$ cat src/rtl/sd_sacq_window.sv
// sd_sacq_window: turns the coder event word into the acquisition gate, ADC trigger strobes, counters and switch gate.
// Latency: i_code edge to registered output is 3 clk_sys cycles; no backpressure, the block free-runs every cycle.
module sd_sacq_window #(
  parameter int SAMPLE_DIV = 40,
  parameter int SCNT_W     = 12,
  parameter int ECNT_W     = 10
) (
  input  logic              clk_sys,
  input  logic              rst,
  input  logic [10:0]       i_code,
  input  logic [SCNT_W-1:0] samp_max,
  output logic              acq_gate,
  output logic              adc_trig,
  output logic [SCNT_W-1:0] samp_cnt,
  output logic              acq_done,
  output logic [ECNT_W-1:0] echo_cnt,
  output logic              sw_gate,
  output logic              ch_sel,
  output logic              phase180
);

  localparam int DIV_W = (SAMPLE_DIV > 2) ? $clog2(SAMPLE_DIV) : 1;
  localparam logic [DIV_W-1:0] DIV_LAST = DIV_W'(SAMPLE_DIV - 1);

  typedef enum logic [1:0] {
    IDLE  = 2'd0,
    ARMED = 2'd1,
    ACQ   = 2'd2,
    HOLD  = 2'd3
  } state_t;

  state_t state_q, state_d;

  logic [10:0]       s1_q, s1_d;
  logic [10:0]       s2_q, s2_d;
  logic [6:0]        s3_q, s3_d;
  logic [DIV_W-1:0]  div_q, div_d;
  logic              acq_gate_q, acq_gate_d;
  logic              adc_trig_q, adc_trig_d;
  logic [SCNT_W-1:0] samp_cnt_q, samp_cnt_d;
  logic              acq_done_q, acq_done_d;
  logic [ECNT_W-1:0] echo_cnt_q, echo_cnt_d;
  logic              sw_gate_q, sw_gate_d;
  logic              ch_sel_q, ch_sel_d;
  logic              phase180_q, phase180_d;

  logic [6:0]        ev_rise;
  logic              start, bbch, ph180, longo;
  logic              ev1_rise, ev2_rise, ev3_rise;
  logic              div_last, trig_now, hit_max, win_close;
  logic [SCNT_W-1:0] samp_inc;
  logic              sw_set, sw_clr;

  // Only the event bits need the third stage; the level bits are used straight from s2.
  always_comb begin
    s1_d = i_code;
    s2_d = s1_q;
    s3_d = s2_q[10:4];
  end

  always_comb begin
    ev_rise  = s2_q[10:4] & ~s3_q;
    start    = s2_q[0];
    bbch     = s2_q[1];
    ph180    = s2_q[2];
    longo    = s2_q[3];
    ev1_rise = ev_rise[0];
    ev2_rise = ev_rise[1];
    ev3_rise = ev_rise[2];
  end

  // A realign or a close on the terminal divider cycle suppresses that trigger.
  always_comb begin
    div_last  = (div_q == DIV_LAST);
    trig_now  = (state_q == ACQ) && div_last && !ev2_rise && !ev3_rise;
    samp_inc  = (samp_cnt_q == {SCNT_W{1'b1}}) ? samp_cnt_q : samp_cnt_q + 1'b1;
    hit_max   = trig_now && (samp_max != '0) && (samp_inc == samp_max);
    win_close = (state_q == ACQ) && (ev3_rise || hit_max);
  end

  always_ff @(posedge clk_sys) begin
    if (rst) begin
      state_q <= IDLE;
    end else begin
      state_q <= state_d;
    end
  end

  always_comb begin
    state_d = state_q;
    if (!start) begin
      state_d = IDLE;
    end else begin
      case (state_q)
        IDLE:        state_d = ARMED;
        ARMED, HOLD: if (ev1_rise) state_d = ACQ;
        ACQ:         if (win_close) state_d = HOLD;
        default:     state_d = IDLE;
      endcase
    end
  end

  always_comb begin
    acq_gate_d = acq_gate_q;
    adc_trig_d = 1'b0;
    acq_done_d = 1'b0;
    samp_cnt_d = samp_cnt_q;
    echo_cnt_d = echo_cnt_q;
    div_d      = div_q;
    ch_sel_d   = ch_sel_q;
    phase180_d = phase180_q;
    if (!start) begin
      acq_gate_d = 1'b0;
    end else begin
      case (state_q)
        IDLE: begin
          echo_cnt_d = '0;
        end
        ARMED, HOLD: begin
          if (ev1_rise) begin
            acq_gate_d = 1'b1;
            samp_cnt_d = '0;
            div_d      = '0;
            ch_sel_d   = bbch;
            phase180_d = ph180;
          end
        end
        ACQ: begin
          if (ev2_rise && !ev3_rise) begin
            // The realign cycle itself counts as divider phase 0.
            div_d = DIV_W'(1);
          end else if (trig_now) begin
            div_d      = '0;
            adc_trig_d = 1'b1;
            samp_cnt_d = samp_inc;
          end else begin
            div_d = div_q + DIV_W'(1);
          end
          if (win_close) begin
            acq_gate_d = 1'b0;
            acq_done_d = 1'b1;
            echo_cnt_d = echo_cnt_q + 1'b1;
          end
        end
        default: begin
          acq_gate_d = 1'b0;
        end
      endcase
    end
  end

  // Switch gate ignores the FSM; clear beats set when both rise together.
  always_comb begin
    sw_set    = longo ? ev_rise[5] : ev_rise[3];
    sw_clr    = longo ? ev_rise[6] : ev_rise[4];
    sw_gate_d = sw_gate_q;
    if (!start || sw_clr) begin
      sw_gate_d = 1'b0;
    end else if (sw_set) begin
      sw_gate_d = 1'b1;
    end
  end

  always_ff @(posedge clk_sys) begin
    if (rst) begin
      s1_q       <= '0;
      s2_q       <= '0;
      s3_q       <= '0;
      div_q      <= '0;
      acq_gate_q <= 1'b0;
      adc_trig_q <= 1'b0;
      samp_cnt_q <= '0;
      acq_done_q <= 1'b0;
      echo_cnt_q <= '0;
      sw_gate_q  <= 1'b0;
      ch_sel_q   <= 1'b0;
      phase180_q <= 1'b0;
    end else begin
      s1_q       <= s1_d;
      s2_q       <= s2_d;
      s3_q       <= s3_d;
      div_q      <= div_d;
      acq_gate_q <= acq_gate_d;
      adc_trig_q <= adc_trig_d;
      samp_cnt_q <= samp_cnt_d;
      acq_done_q <= acq_done_d;
      echo_cnt_q <= echo_cnt_d;
      sw_gate_q  <= sw_gate_d;
      ch_sel_q   <= ch_sel_d;
      phase180_q <= phase180_d;
    end
  end

  assign acq_gate = acq_gate_q;
  assign adc_trig = adc_trig_q;
  assign samp_cnt = samp_cnt_q;
  assign acq_done = acq_done_q;
  assign echo_cnt = echo_cnt_q;
  assign sw_gate  = sw_gate_q;
  assign ch_sel   = ch_sel_q;
  assign phase180 = phase180_q;

endmodule

$ cat config.mk
export PLATFORM = sky130hd
export DESIGN_NAME = sd_sacq_window
export DESIGN_NICKNAME = d
export VERILOG_FILES = /design/src/rtl/sd_sacq_window.sv
export SDC_FILE = /design/constraint.sdc
export NUM_CORES = 1
export LEC_CHECK = 0
export BUFFER_PORTS_ARGS = -buffer_cell sky130_fd_sc_hd__buf_2
export CELL_PAD_IN_SITES_DETAIL_PLACEMENT = 0
export CELL_PAD_IN_SITES_GLOBAL_PLACEMENT = 2
export CORE_AREA = 2 2 101 103
export DETAILED_ROUTE_END_ITERATION = 7
export DIE_AREA = 0 0 103 105
export GPL_ROUTABILITY_DRIVEN = 0
export GPL_TIMING_DRIVEN = 1
export PLACE_DENSITY = 0.79
export SYNTH_ARGS = -nofsm -noshare
export SYNTH_HDL_FRONTEND = slang
export SYNTH_SLANG_ARGS = --single-unit
$ cat constraint.sdc
create_clock -name clk_sys -period 3 [get_ports clk_sys]
set_input_delay 0 -clock clk_sys [delete_from_list [all_inputs] [get_ports clk_sys]]
set_output_delay 0 -clock clk_sys [all_outputs]
set_load 0.03 [all_outputs]
Word-level counts from Yosys, hierarchy flattened:

Index checks and enable logic that the tools add are counted.

* $add $sub $neg: 3
* equality and inequality tests: 10
* mux-type cells: 21
* bitwise gates (word level): 4
* reductions and logical operators: 27

Operators with widths (count)
* $mux W12: 4
* $pmux W12 S2: 1
* $pmux W10 S2: 1
* $mux W6: 3
* $add A12 B1 Y12 const B: 1
* $eq A12 B12 Y1: 1
* $eq A12 B12 Y1 const B: 1
* $pmux W6 S2: 1
* $reduce_and A3 Y1: 4
* $reduce_bool A12 Y1: 1
* $add A10 B1 Y10 const B: 1
* $mux W10: 1
* $ne A2 B2 Y1 const B: 4
* $and A7 B7 Y7: 1
* $logic_and A1 B1 Y1: 7
* $not A7 Y7: 1
* $add A6 B1 Y6 const B: 1
* $eq A6 B6 Y1 const B: 1
* $mux W1: 6
* $pmux W2 S3: 1
* $reduce_or A2 Y1: 3
* $reduce_and A5 Y1: 1
* $eq A2 B2 Y1 const B: 2
* $mux W2: 2
* other kinds (10): 15

* flip-flop bits (word level): 65
* input port bits: 25
* output and inout port bits: 28
* word-level logic and storage cells: 78

Logic depth before layout (Yosys ltp):

* word-level depth: 11
* mapped depth: 11
* gate-level depth less buffers: 9

Least setup slack after synthesis:

No wires, ideal clock.

* path kind: register to register
* start: register samp_cnt_q[2], in the netlist samp_cnt[2]
* end: register echo_cnt_q[5], in the netlist echo_cnt[5]
* library setup time: 0.096 ns
* arrival time: 2.699 ns
* data required time: 2.904 ns
* setup slack: 0.205 ns
* stages on the path, launching flop included: 11
* path buffers: 2
* period minus slack after synthesis: 2.795 ns
* cell sequence: dfxtp_1 > buf_2 > nand4_4 > nor4_4 > mux2i_1 > a2bb2oi_1 > and4_1 > nand3_1 > a211o_1 > buf_6 > o41ai_2

* longest elaborated chain between the ends: 8
* elaborated cells on any way between the ends: 9
* classes of those cells: add/sub: 1; eq/ne: 3; mux: 1; reduce/logical: 4

RTL lines
* from (decl): line 40 `logic [SCNT_W-1:0] samp_cnt_q, samp_cnt_d;`
* from (signal assigned): line 185 `samp_cnt_q <= samp_cnt_d;`
* $add A12 B1 Y12 / $eq A12 B12 Y1 (equally long branches): line 76 `samp_inc = (samp_cnt_q == {SCNT_W{1'b1}}) ? samp_cnt_q : samp_cnt_q + 1'b1;`
* $mux W12 (*): line 76
* $eq A12 B12 Y1 (*): line 77 `hit_max = trig_now && (samp_max != '0) && (samp_inc == samp_max);`
* $logic_and A1 B1 Y1 (*): line 77
* $logic_or A1 B1 Y1 (*): line 78 `win_close = (state_q == ACQ) && (ev3_rise || hit_max);`
* $logic_and A1 B1 Y1 (*): line 78
* $ne A2 B2 Y1 (no line) (*)
* $reduce_and A3 Y1 (no line) (*)
* to (signal assigned): line 187 `echo_cnt_q <= echo_cnt_d;`
* to (decl): line 42 `logic [ECNT_W-1:0] echo_cnt_q, echo_cnt_d;`

Every way passes the cells marked *; elsewhere a longest branch is shown, timed or not.
A chain may end at the register's enable or synchronous reset.

Worst setup path after layout:

* start: register samp_cnt_q[5], in the netlist samp_cnt[5]
* end: register echo_cnt_q[5], in the netlist echo_cnt[5]

The elaborated chain is that of the path after synthesis.

==> qor.log <==
[run_status] run status complete, no violations
[detailed_routing] DR DRC count 0
[logic_synthesis] part of the Yosys area used for sequential elements 41.6%
[hold_path] start point of the worst min-delay path samp_max[1]
[global_routing] total grt overflow 0
[logic_synthesis] number of flops mapped to enable cells by yosys 0
[power_and_ir_drop] fraction of power consumed by combinational cells 4.9%
[setup_path] type of origin of the critical path flop
[sta] setup TNS after final layout 0 ns
[placed_design] dpl cells 555
[setup_path] critical path, cell by cell nand4_4 -> nor4_4 -> mux2i_1 -> a2bb2oi_1 -> and4_1 -> nand3_1 -> a211o_1 -> o41ai_2
[hold_path] worst min-delay path class input port to flop
[power_and_ir_drop] part of the total power dissipated in the clock network 46.6%
[cts] Max clock buf depth 2
[floorplan] Die Y 105 um
[sta] top achievable clock speed 0.361 GHz
[detailed_routing] number of nets with antenna violations after routing 0
[hold_path] Hold Path Cell Cnt 5
[cts] count of cells resized by post-cts repair 0
[finish] Area Overhead vs Synth 27.0%
[power_and_ir_drop] switching part of the total power 23.1%
[sta] final hold violations 0
[finish] non-filler cells in the finished layout 583
[cts] H-tree depth 3
[detailed_routing] via count 2859
[setup_path] Buf+Inv Stages, Crit Path 0
[logic_synthesis] fraction of registers with async set/reset 0%
[logic_synthesis] Primary FF master, synth sky130_fd_sc_hd__dfxtp_1
[logic_synthesis] cell types occupying the most area after synthesis sky130_fd_sc_hd__dfxtp_1 42%, sky130_fd_sc_hd__nor2b_1 7.8%, sky130_fd_sc_hd__a21oi_1 4.2%, sky130_fd_sc_hd__nor2_1 3.7%, sky130_fd_sc_hd__nand3_1 2.9%
[cts] clock tree from TritonCTS done
[logic_synthesis] post-synth design cell area 3130 um2
[finish] final antenna diode count 0
[logic_synthesis] synthesized netlist cell count 368
[setup_path] largest incremental delay on the critical path 0.49 ns
[floorplan] standard cell core area 9640 um2
[global_routing] maximum number of pins on one net before global-route repair 46
[placed_design] half-perimeter wire length after detailed placement 5.79 mm
[setup_path] highest fanout seen on the critical path 8
[floorplan] num rows 36
[setup_path] RR Startpoint samp_cnt[5]
[global_routing] number of antenna violations at the first check in global routing 0
[run] number of max-cap violations 0
[setup_path] beginning of the critical path samp_cnt[5]
[cts] # Post-CTS Setup Buffers 0
[sta] final setup violation count 0
[setup_path] required time at the endpoint of the critical path 3.24 ns
[floorplan] number of placed I/O pins 53
[cts] clock transition at the registers of the reported paths 0.08 ns
[cts] Clock Latency Late Sink 0.34 ns
[detailed_routing] aggregate routed wire length 7.91 mm
[setup_path] Critical Path Sink Type flop
[logic_synthesis] warning count from the yosys run 0
[setup_path] Worst path depth 8
[power_and_ir_drop] relative contribution of sequential cells to total power 48.5%
[logic_synthesis] distinct cell type count after synthesis 55
[finish] post-route cell area 3970 um2
[setup_path] Top delay family on crit path simple AND/OR/NAND/NOR gates
[cts] number of buffers created by CTS 9
[floorplan] initial standard-cell utilization of the core 32.5%
[global_routing] global-route wire length before repair 12.9 mm
[placed_design] number of I/O port buffers 52
[detailed_routing] average routed wire per standard cell 13.6 um
[logic_synthesis] Synth Register Bits 65
[detailed_routing] post-DR vias/cell 4.90
[detailed_routing] highest metal layer with signal wires met4
[floorplan] die area 10800 um2
[logic_synthesis] share of the synthesized area in the top cell type 41.6%
[logic_synthesis] mean area per synthesized cell 8.50 um2
[setup_path] worst r2r path cells 8
[power_and_ir_drop] Internal Dissipation 1.40 mW
[detailed_routing] first-pass detailed-route iteration total 4
[logic_synthesis] top cell types by occurrence after synthesis 65 x sky130_fd_sc_hd__dfxtp_1, 39 x sky130_fd_sc_hd__nor2b_1, 31 x sky130_fd_sc_hd__nor2_1, 26 x sky130_fd_sc_hd__a21oi_1, 24 x sky130_fd_sc_hd__nand2_1
[finish] fraction of the core area covered by cells at the end of the flow 41.2%
[global_routing] global-route total usage across every layer 15.2%
[logic_synthesis] syn_nets 396
[placed_design] area post-placement 3630 um2
[sta] unrepaired setup endpoints after global routing no
[power_and_ir_drop] standby leakage power 1.65 nW
[sta] Min Clock Period, post-route 2.77 ns
[power_and_ir_drop] power per standard cell area 459 nW/um2
[detailed_routing] routed metal-1 wire length 3.86 mm
[logic_synthesis] cell taking the most area after synthesis sky130_fd_sc_hd__dfxtp_1
[floorplan] die width 103 um
[detailed_routing] met3 WL post-DR 403 um
[finish] layout filler cell count 993
[power_and_ir_drop] Switching Power 0.421 mW
[sta] final critical-path share of the clock period 92.3%
[finish] fraction of final layout cells with drive strength greater than 1 21.8%
[cts] Root Buffer Master sky130_fd_sc_hd__clkbuf_8
[setup_path] library cell contributing the largest single delay on the critical path sky130_fd_sc_hd__dfxtp_1
[sta] worst clock skew on the final layout 0.0117 ns
[global_routing] via count of the first global-routing pass 2589
[setup_path] worst setup path category flop to flop
[logic_synthesis] most instantiated library cell after synthesis sky130_fd_sc_hd__dfxtp_1
[detailed_routing] wire length on met2 3.59 mm
[setup_path] Arrival @ worst endpoint 3.01 ns
[power_and_ir_drop] worst vdd rail ir drop 0.369 mV
[finish] net count reported at finish 473
[sta] count of pins over their slew limit 0
[cts] TritonCTS Sinks 65
[detailed_routing] Initial DRC Count 112
[sta] transition time at the pin with the least slew margin 0.741 ns
[sta] Slew headroom 50.5%
cell usage in the layout (no fill, tap or decap), drive strengths merged, types with 2 or more instances in the layout:
cell type | Yosys | final
inv | 14 | 16
nand3 | 19 | 19
buf | 7 | 73
or3 | 3 | 3
o32ai | 5 | 5
a41o | 2 | 2
xor2 | 2 | 2
clkbuf | 12 | 9
clkinv | 0 | 3
dlygate4sd3 | 0 | 12
a41oi | 2 | 2
nand3b | 3 | 3
nor2b | 39 | 39
nor3b | 5 | 5
nand4 | 11 | 11
nor3 | 3 | 3
o21ai | 24 | 24
xnor2 | 8 | 8
bufinv | 0 | 2
o211ai | 2 | 2
mux2i | 3 | 3
nand2b | 8 | 8
nor2 | 31 | 31
o41ai | 2 | 2
nand2 | 24 | 24
dfxtp | 65 | 65
and3 | 6 | 6
a31oi | 4 | 4
ha | 3 | 3
nor4 | 7 | 7
and2 | 5 | 5
o31ai | 3 | 3
and4 | 2 | 2
o21a | 2 | 2
a21boi | 2 | 2
a21oi | 26 | 26
power groups by stage:
stage / Clock (mW) / Sequential, mW / Combinational (mW)
final: 0.851 / 0.884 / 0.0894
after global routing: 0.927 / 0.886 / 0.0995
after CTS: 0.884 / 0.884 / 0.0902
after detailed placement: 0 / 0.905 / 0.0780
after global placement: 0 / 0.904 / 0.0777
after floorplan: 0 / 0.902 / 0.0460
worst paths after layout:
kind / endpoint / slack [ns]
hold reg to reg: s3_q[6] / 0.43
setup reg to reg: echo_cnt[5] / 0.23
setup / recovery: echo_cnt[5] / 0.23
hold / removal: state_q[0] / 0.22
cell families after synthesis:
group	share of synthesized area [%]
and+or+nand+nor	30.7
DFF	41.6
adders and majority gates	1.20
buffers and inverters	4.44
muxes	0.960
xor gates and xnor gates	2.80
AOI/OAI and AO/OA	18.3
layout make-up:
cell class	count	area (um2)	area share [%]
Timing Repair Buffer	85	538	13.5
Clock buffer	9	124	3.12
Clock inverter	7	103	2.58
Inverter	14	52.6	1.32
Sequential cell	65	1300	32.7
Tap cell	133	166	4.19
Multi-Input combinational cell	270	1690	42.5
per-stage QoR:
| step | worst slack (ns) | total power, mW | hold WS (ns) |
|---|---|---|---|
| floorplan | 0.205 | 0.948 | 0.128 |
| finish | 0.230 | 1.82 | 0.222 |
| global placement | 0.301 | 0.982 | 0.209 |
| global route | 0.0135 | 1.91 | 0.244 |
| CTS | 0.216 | 1.86 | 0.195 |
| detailed placement | 0.245 | 0.983 | 0.213 |
metal layers:
| metal | vias up | global-route usage, % |
|---|---|---|
| met5 | - | 0 |
| met4 | 0 | 5.17 |
| met3 | 6 | 3.08 |
| met2 | 87 | 22.4 |
| met1 | 1298 | 21.8 |
| li1 | 1468 | - |
sequential cells by signal, indices dropped and copies added (netlist names):
register / count
s2_q: 11
phase180: 1
s3_q: 7
div_q: 6
acq_done: 1
sw_gate: 1
ch_sel: 1
state_q: 2
adc_trig: 1
s1_q: 11
acq_gate: 1
echo_cnt: 10
samp_cnt: 12
worst register-to-register path: stages, from the launching register on:
cell and delay (ns):
sky130_fd_sc_hd__dfxtp_1 0.49, sky130_fd_sc_hd__nand4_4 0.25, sky130_fd_sc_hd__nor4_4 0.39, sky130_fd_sc_hd__mux2i_1 0.27, sky130_fd_sc_hd__a2bb2oi_1 0.16, sky130_fd_sc_hd__and4_1 0.24, sky130_fd_sc_hd__nand3_1 0.14, sky130_fd_sc_hd__a211o_1 0.42
sky130_fd_sc_hd__o41ai_2 0.32
timing repair:
item / in CTS / in global routing
hold buffers: 12 / 0
endpoints found under the hold margin: 13 / 0
endpoints found under the setup margin: 0 / 0
(Power assumes the default switching activity.)
